$ cat config.mk
export PLATFORM = sky130hd
export DESIGN_NAME = uart_loader
export DESIGN_NICKNAME = d
export VERILOG_FILES = /design/src/rtl/uart_loader.sv
export SDC_FILE = /design/constraint.sdc
export NUM_CORES = 1
export LEC_CHECK = 0
export CORE_UTILIZATION = 49
export CTS_BUF_LIST = sky130_fd_sc_hd__clkbuf_16
export DETAILED_ROUTE_END_ITERATION = 7
export DONT_BUFFER_PORTS = 1
export PLACE_DENSITY_LB_ADDON = 0.2
export SLEW_MARGIN = 15
export SYNTH_ARGS = -nofsm -noshare
export SYNTH_HDL_FRONTEND = slang
export SYNTH_SLANG_ARGS = --single-unit
$ cat constraint.sdc
create_clock -name clk -period 3.3 [get_ports clk]
set_input_delay 0.99 -clock clk [delete_from_list [all_inputs] [get_ports clk]]
set_output_delay 0.99 -clock clk [all_outputs]
set_load 0.02 [all_outputs]
$ cat src/rtl/uart_loader.sv
// UART boot loader: receives an 8N1 byte stream carrying a 16-bit big-endian word count
// followed by that many big-endian 16-bit words, and writes them to memory from address 0.
module uart_loader #(
  parameter int CLKS_PER_BIT = 868
) (
  input  logic        clk,
  input  logic        reset,
  input  logic        enable,
  input  logic        rx,
  output logic        loading,
  output logic [14:0] mem_addr,
  output logic [15:0] mem_data,
  output logic        mem_we,
  output logic        done,
  output logic        frame_err
);

  localparam int CW = $clog2(CLKS_PER_BIT);
  localparam logic [CW-1:0] BIT_END  = CW'(CLKS_PER_BIT - 1);
  localparam logic [CW-1:0] HALF_END = CW'(CLKS_PER_BIT / 2 - 1);

  typedef enum logic [1:0] {RX_IDLE, RX_START, RX_DATA, RX_STOP} rx_state_t;
  typedef enum logic [2:0] {L_IDLE, L_CNT_HI, L_CNT_LO, L_DATA_HI, L_DATA_LO, L_DONE} l_state_t;

  rx_state_t   rx_state_r;
  l_state_t    l_state_r;
  logic        rx_meta_r;
  logic        rx_sync_r;
  logic [CW-1:0] clk_cnt_r;
  logic [2:0]  bit_cnt_r;
  logic [7:0]  shift_r;
  logic [7:0]  rx_byte_r;
  logic        byte_valid_r;
  logic [7:0]  hi_r;
  logic [15:0] count_r;
  logic [14:0] addr_r;

  // Two-flop synchronizer for the asynchronous serial line
  always_ff @(posedge clk) begin
    if (reset) begin
      rx_meta_r <= 1'b1;
      rx_sync_r <= 1'b1;
    end else begin
      rx_meta_r <= rx;
      rx_sync_r <= rx_meta_r;
    end
  end

  // Receiver FSM: start bit is re-checked at mid-bit, then data and stop sampled at bit centres
  always_ff @(posedge clk) begin
    if (reset) begin
      rx_state_r   <= RX_IDLE;
      clk_cnt_r    <= {CW{1'b0}};
      bit_cnt_r    <= 3'd0;
      shift_r      <= 8'h00;
      rx_byte_r    <= 8'h00;
      byte_valid_r <= 1'b0;
      frame_err    <= 1'b0;
    end else begin
      byte_valid_r <= 1'b0;
      case (rx_state_r)
        RX_IDLE: begin
          clk_cnt_r <= {CW{1'b0}};
          bit_cnt_r <= 3'd0;
          if (!rx_sync_r) begin
            rx_state_r <= RX_START;
          end
        end
        RX_START: begin
          if (clk_cnt_r == HALF_END) begin
            clk_cnt_r  <= {CW{1'b0}};
            rx_state_r <= rx_sync_r ? RX_IDLE : RX_DATA;
          end else begin
            clk_cnt_r <= clk_cnt_r + CW'(1);
          end
        end
        RX_DATA: begin
          if (clk_cnt_r == BIT_END) begin
            clk_cnt_r <= {CW{1'b0}};
            shift_r   <= {rx_sync_r, shift_r[7:1]};
            if (bit_cnt_r == 3'd7) begin
              rx_state_r <= RX_STOP;
            end else begin
              bit_cnt_r <= bit_cnt_r + 3'd1;
            end
          end else begin
            clk_cnt_r <= clk_cnt_r + CW'(1);
          end
        end
        RX_STOP: begin
          if (clk_cnt_r == BIT_END) begin
            clk_cnt_r  <= {CW{1'b0}};
            rx_state_r <= RX_IDLE;
            if (rx_sync_r) begin
              byte_valid_r <= 1'b1;
              rx_byte_r    <= shift_r;
            end else begin
              frame_err <= 1'b1;
            end
          end else begin
            clk_cnt_r <= clk_cnt_r + CW'(1);
          end
        end
        default: rx_state_r <= RX_IDLE;
      endcase
    end
  end

  // Loader FSM: dropping enable mid-load wins over any byte arriving in the same cycle
  always_ff @(posedge clk) begin
    if (reset) begin
      l_state_r <= L_IDLE;
      loading   <= 1'b0;
      mem_we    <= 1'b0;
      mem_addr  <= 15'h0000;
      mem_data  <= 16'h0000;
      done      <= 1'b0;
      hi_r      <= 8'h00;
      count_r   <= 16'h0000;
      addr_r    <= 15'h0000;
    end else begin
      mem_we <= 1'b0;
      if (!enable && (l_state_r inside {L_CNT_HI, L_CNT_LO, L_DATA_HI, L_DATA_LO})) begin
        l_state_r <= L_IDLE;
        loading   <= 1'b0;
      end else begin
        case (l_state_r)
          L_IDLE: begin
            if (enable && !done) begin
              l_state_r <= L_CNT_HI;
              loading   <= 1'b1;
            end
          end
          L_CNT_HI: begin
            if (byte_valid_r) begin
              hi_r      <= rx_byte_r;
              l_state_r <= L_CNT_LO;
            end
          end
          L_CNT_LO: begin
            if (byte_valid_r) begin
              if ({hi_r, rx_byte_r} == 16'h0000) begin
                l_state_r <= L_DONE;
                done      <= 1'b1;
                loading   <= 1'b0;
              end else begin
                count_r   <= {hi_r, rx_byte_r};
                addr_r    <= 15'h0000;
                l_state_r <= L_DATA_HI;
              end
            end
          end
          L_DATA_HI: begin
            if (byte_valid_r) begin
              hi_r      <= rx_byte_r;
              l_state_r <= L_DATA_LO;
            end
          end
          L_DATA_LO: begin
            if (byte_valid_r) begin
              mem_we   <= 1'b1;
              mem_addr <= addr_r;
              mem_data <= {hi_r, rx_byte_r};
              addr_r   <= addr_r + 15'd1;
              count_r  <= count_r - 16'd1;
              if (count_r == 16'd1) begin
                l_state_r <= L_DONE;
                done      <= 1'b1;
                loading   <= 1'b0;
              end else begin
                l_state_r <= L_DATA_HI;
              end
            end
          end
          L_DONE: begin
            done    <= 1'b1;
            loading <= 1'b0;
          end
          default: begin
            l_state_r <= L_IDLE;
            loading   <= 1'b0;
          end
        endcase
      end
    end
  end

endmodule
==> results of run 1 <==
==> metal layers <==
layer | track usage, % | part of all wire, % | vias up
met2 | 36.9 | 47 | 100
met5 | 0 | 0 | -
met4 | 10.1 | 2.2 | 0
met3 | 3.56 | 4.6 | 25
met1 | 30.2 | 46 | 1966
li1 | - | - | 2084
==> worst max-delay path, stage by stage (launching register included) <==
cell and delay, ps:
dfxtp_1 400, ha_1 240, or4bb_1 550, nor3_2 130
buf_4 210, nand4_1 470, mux2i_1 350, nor2_1 60
==> metrics by stage <==
| step | std cells | utilization (%) |
|---|---|---|
| floorplan | 604 | - |
| global placement | 709 | 51.3 |
| detailed placement | 709 | 51.3 |
| CTS | 724 | 54.2 |
| global route | 724 | 54.2 |
| finish | 724 | 54.2 |
==> cell usage in the layout (no fill, tap or decap), types with 3 or more instances in the layout <==
cell       netlist  final
or3b_2           3      3
nand2_1        120    120
a21o_2           4      4
a211oi_1         3      3
nor3b_1          3      3
nor4_1           4      4
a31oi_1          4      4
o21ai_0         11     11
buf_4            1      6
a21oi_1         70     70
a21oi_2         12     12
o31ai_1          8      8
mux2i_1         14     14
nor3_1           9      9
or4_1            8      8
nand3_1         26     26
or4_2            4      4
nor2_1          56     55
or4_4            3      3
dfxtp_1        111    111
ha_1             7      7
nor2b_1          3      3
or3_1            3      3
inv_1           14     15
clkbuf_16        0      9
nand4_1          8      8
xnor2_1          9      9
xor2_1           3      3
o21ai_2          8      8
==> power by group through the flow <==
stage,Clock (uW),Sequential (uW),Combinational [uW]
2_1_floorplan,0,1380,42.5
3_3_place_gp,0,1390,27.0
3_5_place_dp,0,1390,27.3
4_1_cts,1100,1350,27.3
5_1_grt,1150,1350,30.9
6_report,1080,1350,27.1
==> final cells by class <==
cell class                      instances  area, um2  area share (%)
Multi-Input combinational cell        445       2580            48.2
Inverter                               14       52.6           0.982
Sequential cell                       111       2220            41.5
Clock buffer                            9        225            4.21
Timing Repair Buffer                    6       45.0           0.842
Clock inverter                          6       62.6            1.17
Tap cell                              133        166            3.11
==> worst max-delay path by stage <==
| stage | end | slack (ps) |
|---|---|---|
| floorplan | addr_r[11]$_SDFFE_PP0P_ | 720 |
| global route | rx_byte_r[0]$_SDFFE_PP0P_ | 580 |
| CTS | rx_byte_r[0]$_SDFFE_PP0P_ | 770 |
| global placement | addr_r[11]$_SDFFE_PP0P_ | 890 |
| detailed placement | rx_byte_r[0]$_SDFFE_PP0P_ | 800 |
| finish | rx_byte_r[0]$_SDFFE_PP0P_ | 770 |
==> registers in the layout (all words and copies together), names as in the netlist, 3 cells and up, named ones only <==
name,cells
hi_r,8
rx_byte_r,8
mem_data,16
clk_cnt_r,10
mem_addr,15
count_r,16
shift_r,8
l_state_r,3
bit_cnt_r,3
addr_r,15
==> kinds of logic after synthesis <==
kind of cell               after synthesis
adders and majority gates                7
xor gates and xnor gates                12
and+or+nand+nor                        269
AOI/OAI and AO/OA                      142
muxes                                   15
DFF                                    111
buffers and inverters                   48
==> impl_metrics.tcl, run 1 <==
set metrics [dict create \
    start_util_pct 51.0 \
    period_share_pct 76.6 \
    avgSynthCellArea_um2 8.33 \
    p_clk_share_pct 43.9 \
    grt_pass1_vias 3841 \
    post-place-ws_ps 799 \
    crit_path_max_fanout 14 \
    status "completed" \
    ys_seq_area_share_pct 44.2 \
    post-synth-top-area-cell "dfxtp_1" \
    dr.pass1.iters 5 \
    min_from "rx_meta_r$_SDFF_PP1_" \
    holdWs_ps 413 \
    synth_top_cell_area_share_pct 44.2 \
    hpwl_um 7790 \
    r2r_setup_slack_ps 770 \
    die_w_um 103 \
    fmax_mhz 396 \
    grt_max_degree 86 \
    synth-compound-area-share_pct 18.7 \
    tns_ps 0 \
    rsz0062_at_grt "false" \
    relSlewSlack_pct 52.3 \
    clk_pin_slew_ps 70 \
    swShare_pct 21.3 \
    grt_first_pass_wirelength_um 18800 \
    die_y_um 103 \
    period_minus_slack_ps 2530 \
    synthFlopType "dfxtp_1" \
    tightest_slew_ps 714 \
    drtIter0Drc 281 \
    syn2layout_area_growth_pct 6.32 \
    hold_path_class "reg2reg" \
    slew_viol_final 0 \
    numCtsBuffers 9 \
    cts_root_buf "clkbuf_16" \
    ctsHtreeMaxLevel 3 \
    fp.dieArea_um2 10700 \
    yosys-top-cells-count "nand2_1 (120), dfxtp_1 (111), a21oi_1 (70)" \
    clk_path_buf_depth 2 \
    wirelength_um 11400 \
    ctsResizeCount 0 \
    crit_arrival_ps 2770 \
    vias 4175 \
    synthCells 604 \
    coreArea_um2 9860 \
    worstPathRequired_ps 3540 \
    wl_per_cell_um 15.8 \
    post_cts_buffers 0 \
    synth.most_common_cell "nand2_1" \
    synth_top_family_by_area "simple AND/OR/NAND/NOR gates" \
    synthDistinctLibCells 64 \
    clk-insertion-delay-late_ps 350 \
    ys_ff_latch 111 \
    synthSimpleGateAreaFrac_pct 25.6 \
    grt-ovfl-total 0 \
    setup_slack_ps 773 \
    fillers 924 \
    synth_area_leaders "dfxtp_1 (44%), nand2_1 (9.0%), a21oi_1 (7.0%), nor2_1 (4.2%), mux2i_1 (2.8%)" \
    async_flop_share_pct 0 \
    cts.sinks 111 \
    crit_type "reg2reg" \
    skew_ps 5.35 \
    r2r-end "rx_byte_r[0]$_SDFFE_PP0P_" \
    viasPerCell 5.77 \
    postPlaceCellArea_um2 5060 \
    finalNetCount 598 \
    io_buffers 0 \
    synth_edf_count 0 \
    hold_depth 1 \
    grt_util_all_layers_pct 22.8 \
    ios 39 \
    p_comb_share_pct 1.1 \
    cts_tree "yes" \
    p_leak_uw 0.00171 \
    syn_area_um2 5030 \
    internal_power_uw 1940 \
    syn_nets 615 \
    cp-end-kind "register" \
    gp_congestion 0.856 \
    antenna_found_initial 0 \
    vdd_ir_drop_max_v 0.000333 \
    ctsHoldBuffers 0 \
    muxShareOfSynthArea_pct 3.01 \
    ant_nets 0 \
    setup_viol 0 \
    worstSetupStartpointType "register" \
    hold_viol 0 \
    n_antenna_cell 0 \
    drive_gt1_share_pct 11.3 \
    synth_xor_area_share_pct 2.09 \
    min_to "rx_sync_r$_SDFF_PP1_" \
    worstRegToRegCells 7 \
    design_area_um2 5350 \
    ys_warn_count 0 \
    drc_errors 0 \
    crit_path_start "clk_cnt_r[0]$_SDFF_PP0_" \
    p_per_area_nw_per_um2 460 \
    seq_power_share_pct 55.0 \
    synthAdderAreaFrac_pct 1.74 \
    switching_power_uw 524 \
    row_count 36 \
    reg2reg_from "clk_cnt_r[0]$_SDFF_PP0_" \
    maxCapViolCount 0 \
    power_uw 2460 \
]
No activity file was read; power rests on OpenSTA's default activity.
==> run 2: changes to the inputs <==
- clock period: 3.3 -> 2.3 ns (I/O delays scaled with it)
==> run 2 against run 1 <==
  * Utilization up 1.5 points
  * Sequential power up 44%
  * Clock power up 31%
  * Sequential share of layout area down 1.2 points
  * Count of clock-buffer cells in the layout unchanged
  * First-iteration DRC count down 24%
  * Critical path depth down 2
  * Largest power group unchanged
==> impl_metrics.tcl, run 2 (synthesis gave the netlist of run 1 again) <==
set metrics [dict create \
    status "completed" \
    n_antenna_cell 0 \
    drive_gt1_share_pct 14.7 \
    design_area_um2 5500 \
    worstPathRequired_ps 2540 \
    postPlaceCellArea_um2 5220 \
    clk_path_buf_depth 2 \
    tightest_slew_ps 614 \
    row_count 36 \
    ctsHtreeMaxLevel 3 \
    switching_power_uw 725 \
    grt_util_all_layers_pct 22.9 \
    coreArea_um2 9860 \
    period_minus_slack_ps 2170 \
    final_common_cell "nand2_1" \
    hold_path_class "in2reg" \
    crit_arrival_ps 2410 \
    hpwl_um 8110 \
    grt_pass1_vias 3880 \
    die_w_um 103 \
    worstRegToRegCells 5 \
    wl_per_cell_um 15.5 \
    worstSetupStartpointType "register" \
    p_leak_uw 0.00181 \
    antenna_found_initial 0 \
    cts.sinks 111 \
    clk_pin_slew_ps 70 \
    hold_depth 1 \
    crit_path_max_fanout 25 \
    dr.pass1.iters 5 \
    slew_viol_final 0 \
    die_y_um 103 \
    reg2reg_from "rx_byte_r[2]$_SDFFE_PP0P_" \
    fp.dieArea_um2 10700 \
    drc_errors 0 \
    ant_nets 0 \
    grt_max_degree 86 \
    clk-insertion-delay-late_ps 350 \
    numCtsBuffers 9 \
    most-common-layout-cells "nand2_1 (119), dfxtp_1 (111), a21oi_1 (70)" \
    rsz0062_at_grt "false" \
    r2r_setup_slack_ps 130 \
    post_cts_buffers 0 \
    fillers 889 \
    p_clk_share_pct 41.6 \
    vdd_ir_drop_max_v 0.000500 \
    seq_power_share_pct 57.0 \
    swShare_pct 21.3 \
    crit_type "reg2reg" \
    skew_ps 3.96 \
    drtIter0Drc 213 \
    hold_viol 0 \
    cp-end-kind "register" \
    min_from "reset" \
    top_regs "count_r x16, mem_data x16" \
    start_util_pct 51.0 \
    wirelength_um 11600 \
    gp_congestion 0.854 \
    p_per_area_nw_per_um2 618 \
    instances_no_fill 746 \
    finalNetCount 619 \
    ctsHoldBuffers 0 \
    dp_cells 730 \
    cts_tree "yes" \
    relSlewSlack_pct 58.9 \
    internal_power_uw 2680 \
    setup_viol 0 \
    tns_ps 0 \
    grt_first_pass_wirelength_um 18800 \
    ios 39 \
    cts_root_buf "clkbuf_16" \
    r2r-end "count_r[6]$_SDFFE_PP0P_" \
    p_comb_share_pct 1.5 \
    period_share_pct 94.4 \
    fmax_mhz 461 \
    vias 4329 \
    grt-ovfl-total 0 \
    maxCapViolCount 0 \
    syn2layout_area_growth_pct 9.35 \
    viasPerCell 5.80 \
    ctsResizeCount 0 \
    io_buffers 0 \
]
[run 2: cell type report]
type	instances	area, um2	share of cell area, %
clock buffer	9	225	4.09
tap	133	166	3.02
timing repair buffer	27	206	3.75
inverter	14	52.6	0.955
multi-input combinational	445	2590	47.0
sequential	111	2220	40.4
clock inverter	7	41.3	0.750
[run 2: metal layers]
| metal | part of all wire, % | track usage [%] | vias to the layer above |
|---|---|---|---|
| li1 | - | - | 2123 |
| met1 | 45 | 29.7 | 2071 |
| met2 | 47 | 36.9 | 120 |
| met3 | 6.0 | 6.45 | 15 |
| met4 | 1.5 | 7.15 | 0 |
| met5 | 0 | 0 | - |
[run 2: critical path: stages (launching register included)]
cell and delay [ps]:
dfxtp_1 360, or4_4 590, o41ai_4 410, a21o_4 350, nor2_1 100, o221a_2 250
[run 2: how the worst max path moves through the flow]
stage               slack (ps)  depth (start not counted)                 startpoint                        end
floorplan                   20                          6                     enable    addr_r[11]$_SDFFE_PP0P_
global placement           170                          6  rx_byte_r[0]$_SDFFE_PP0P_    count_r[5]$_SDFFE_PP0P_
detailed placement         120                          6  rx_byte_r[0]$_SDFFE_PP0P_    count_r[5]$_SDFFE_PP0P_
CTS                         90                          6  rx_byte_r[0]$_SDFFE_PP0P_    count_r[3]$_SDFFE_PP0P_
global route                10                          7    clk_cnt_r[0]$_SDFF_PP0_  rx_byte_r[3]$_SDFFE_PP0P_
finish                     130                          5  rx_byte_r[2]$_SDFFE_PP0P_    count_r[6]$_SDFFE_PP0P_
[run 2: power groups by stage]
| stage | clock (uW) | combinational (uW) | sequential [uW] |
|---|---|---|---|
| after floorplan | 0 | 60.9 | 1980 |
| after global placement | 0 | 47.9 | 1980 |
| after detailed placement | 0 | 49.3 | 1980 |
| after CTS | 1450 | 49.4 | 1940 |
| after global routing | 1540 | 55.2 | 1940 |
| final | 1410 | 49.9 | 1940 |
[run 2: stage by stage]
| step | util (%) | hold WS (ps) | power [uW] | worst slack, ps |
|---|---|---|---|---|
| after global routing | 55.8 | 392 | 3530 | 12.9 |
| after global placement | 52.9 | 396 | 2030 | 169 |
| after floorplan | - | 389 | 2040 | 24.9 |
| after detailed placement | 52.9 | 408 | 2030 | 120 |
| final | 55.8 | 415 | 3400 | 130 |
| after CTS | 55.6 | 389 | 3440 | 86.7 |
==> run 3: changes to the inputs <==
- GPL_TIMING_DRIVEN: default -> 0
- clock period: 2.3 -> 2 ns (I/O delays scaled with it)
==> run 3 against run 2 <==
  * The flow now finishes with violations (setup timing)
  * Sequential power rose by 14%
  * Hold slack got worse by 75 ps
  * Highest routed layer unchanged
  * Largest cell class unchanged
  * Die area did not move
  * Global-route usage rose by 3.8 points
  * Total power rose by 26%
  * First-iteration DRC count rose by 16%
  * Combinational power rose by 120%
==> impl_metrics.tcl, run 3 (synthesis gave the netlist of run 1 again) <==
set metrics [dict create \
    min_from "rx" \
    cp-end-kind "register" \
    ant_nets 0 \
    slew_viol_final 0 \
    cp_slowest_cell "or3b_2" \
    tightest_slew_ps 833 \
    final_util_pct 62.4 \
    final_common_cell "nand2_1" \
    drc_errors 0 \
    row_count 36 \
    vdd_ir_drop_max_v 0.000762 \
    period_share_pct 110 \
    postPlaceCellArea_um2 5270 \
    hpwl_um 8930 \
    setup_viol 30 \
    grt_max_degree 19 \
    coreArea_um2 9860 \
    start_util_pct 51.0 \
    r2r-end "count_r[2]$_SDFFE_PP0P_" \
    hold_path_class "in2reg" \
    cts_tree "yes" \
    grt-ovfl-total 0 \
    syn2layout_area_growth_pct 22.4 \
    hold_depth 1 \
    clk_pin_slew_ps 70 \
    relSlewSlack_pct 44.4 \
    worstPathRequired_ps 2260 \
    skew_ps 6.65 \
    gp_congestion 0.880 \
    path_delay_family "buffers and inverters" \
    crit_path_start "l_state_r[1]$_SDFFE_PP0P_" \
    vias 4670 \
    most-common-layout-cells "nand2_1 (116), dfxtp_1 (92), a21oi_1 (64)" \
    grt_pass1_vias 4399 \
    viasPerCell 5.97 \
    reg2reg_from "l_state_r[1]$_SDFFE_PP0P_" \
    cpPeakStageDelay_ps 430 \
    grt_util_all_layers_pct 26.7 \
    clk_path_buf_depth 2 \
    wirelength_um 13700 \
    fmax_mhz 456 \
    p_leak_uw 0.00206 \
    finalNetCount 655 \
    hold_viol 0 \
    antenna_found_initial 0 \
    numCtsBuffers 9 \
    fp.dieArea_um2 10700 \
    wl_per_cell_um 17.5 \
    crit_arrival_ps 2450 \
    status "finished with violations" \
    worstRegToRegCells 8 \
    p_per_area_nw_per_um2 696 \
    clk-insertion-delay-late_ps 360 \
    min_to "rx_meta_r$_SDFF_PP1_" \
    worstSetupStartpointType "register" \
    ios 39 \
    r2r_setup_slack_ps -190 \
    violations "setup timing" \
    cp_num_buf_inv 4 \
    multiInputGateArea_um2 2880 \
    die_w_um 103 \
    grt_first_pass_wirelength_um 21500 \
    cts.sinks 111 \
    dr.pass1.iters 6 \
    rsz0062_at_grt "true" \
    cts_root_buf "clkbuf_16" \
    setup_slack_ps -191 \
    register_area_um2 2260 \
    cp_cell_sequence "buf_6, buf_4, or3b_2, clkbuf_1, clkbuf_2, a21oi_1, nor3_4, a31o_2" \
    top_regs "count_r x16, mem_data x16" \
    crit_path_max_fanout 10 \
    die_y_um 103 \
    maxCapViolCount 0 \
    ctsHtreeMaxLevel 3 \
    drtIter0Drc 248 \
    period_minus_slack_ps 2190 \
    io_buffers 0 \
    n_antenna_cell 0 \
    drive_gt1_share_pct 25.3 \
    crit_type "reg2reg" \
    fillers 820 \
    design_area_um2 6160 \
]
## run 3: metal layers
layer	routed length, um	GRT usage [%]	up-vias
li1	-	-	2201
met4	469	12.7	0
met1	5800	31.4	2258
met3	758	7.93	49
met2	6650	44.7	162
met5	0	0	-
## run 3: worst max path at each step
stage	to	slack (ps)	depth (start not counted)
after floorplan	count_r[9]$_SDFFE_PP0P_	-40	7
after global placement	mem_addr[11]$_SDFFE_PP0P_	-420	5
after detailed placement	mem_addr[9]$_SDFFE_PP0P_	-410	5
after CTS	count_r[2]$_SDFFE_PP0P_	-160	8
after global routing	count_r[2]$_SDFFE_PP0P_	-230	8
final	count_r[2]$_SDFFE_PP0P_	-190	8
## run 3: power by group
part / leakage (uW) / switching (uW) / total (uW) / internal, uW
registers: 0.000906 / 11.7 / 2220 / 2210
logic: 0.000994 / 78.9 / 110 / 31.0
clock network: 0.000161 / 852 / 1960 / 1100
## run 3: worst register-to-register path, cell delays in order, from the launching register on
cell and delay (ps):
dfxtp_2 320, buf_6 110, buf_4 160, or3b_2 440, clkbuf_1 200, clkbuf_2 250, a21oi_1 310, nor3_4 70
a31o_2 230
## run 3: area by class of cell
class | instances | area share (%)
clock inverters | 7 | 1.56
inverters | 14 | 0.853
well taps | 133 | 2.70
plain buffers | 31 | 2.97
clock buffers | 9 | 3.66
flip-flops and latches | 111 | 36.7
multi-input cells | 446 | 46.8
repair buffers | 31 | 4.73
## run 3: timing repair
action                                  CTS  global route
gates resized for setup                  67            37
endpoints found under the setup margin   94            82
pin swaps                                25            28
hold buffers                              0             0
buffers inserted                         23             7
cloned                                    6             0
## run 3: per-stage QoR
stage / hold slack, ps / power (uW) / setup TNS [ps] / cells / worst slack, ps
finish: 339 / 4290 / -2770 / 782 / -191
global route: 333 / 4410 / -4420 / 782 / -230
CTS: 331 / 4320 / -3170 / 781 / -165
detailed placement: 394 / 2380 / -22490 / 737 / -406
global placement: 400 / 2370 / -21610 / 737 / -417
floorplan: 389 / 2350 / -508 / 604 / -36.9
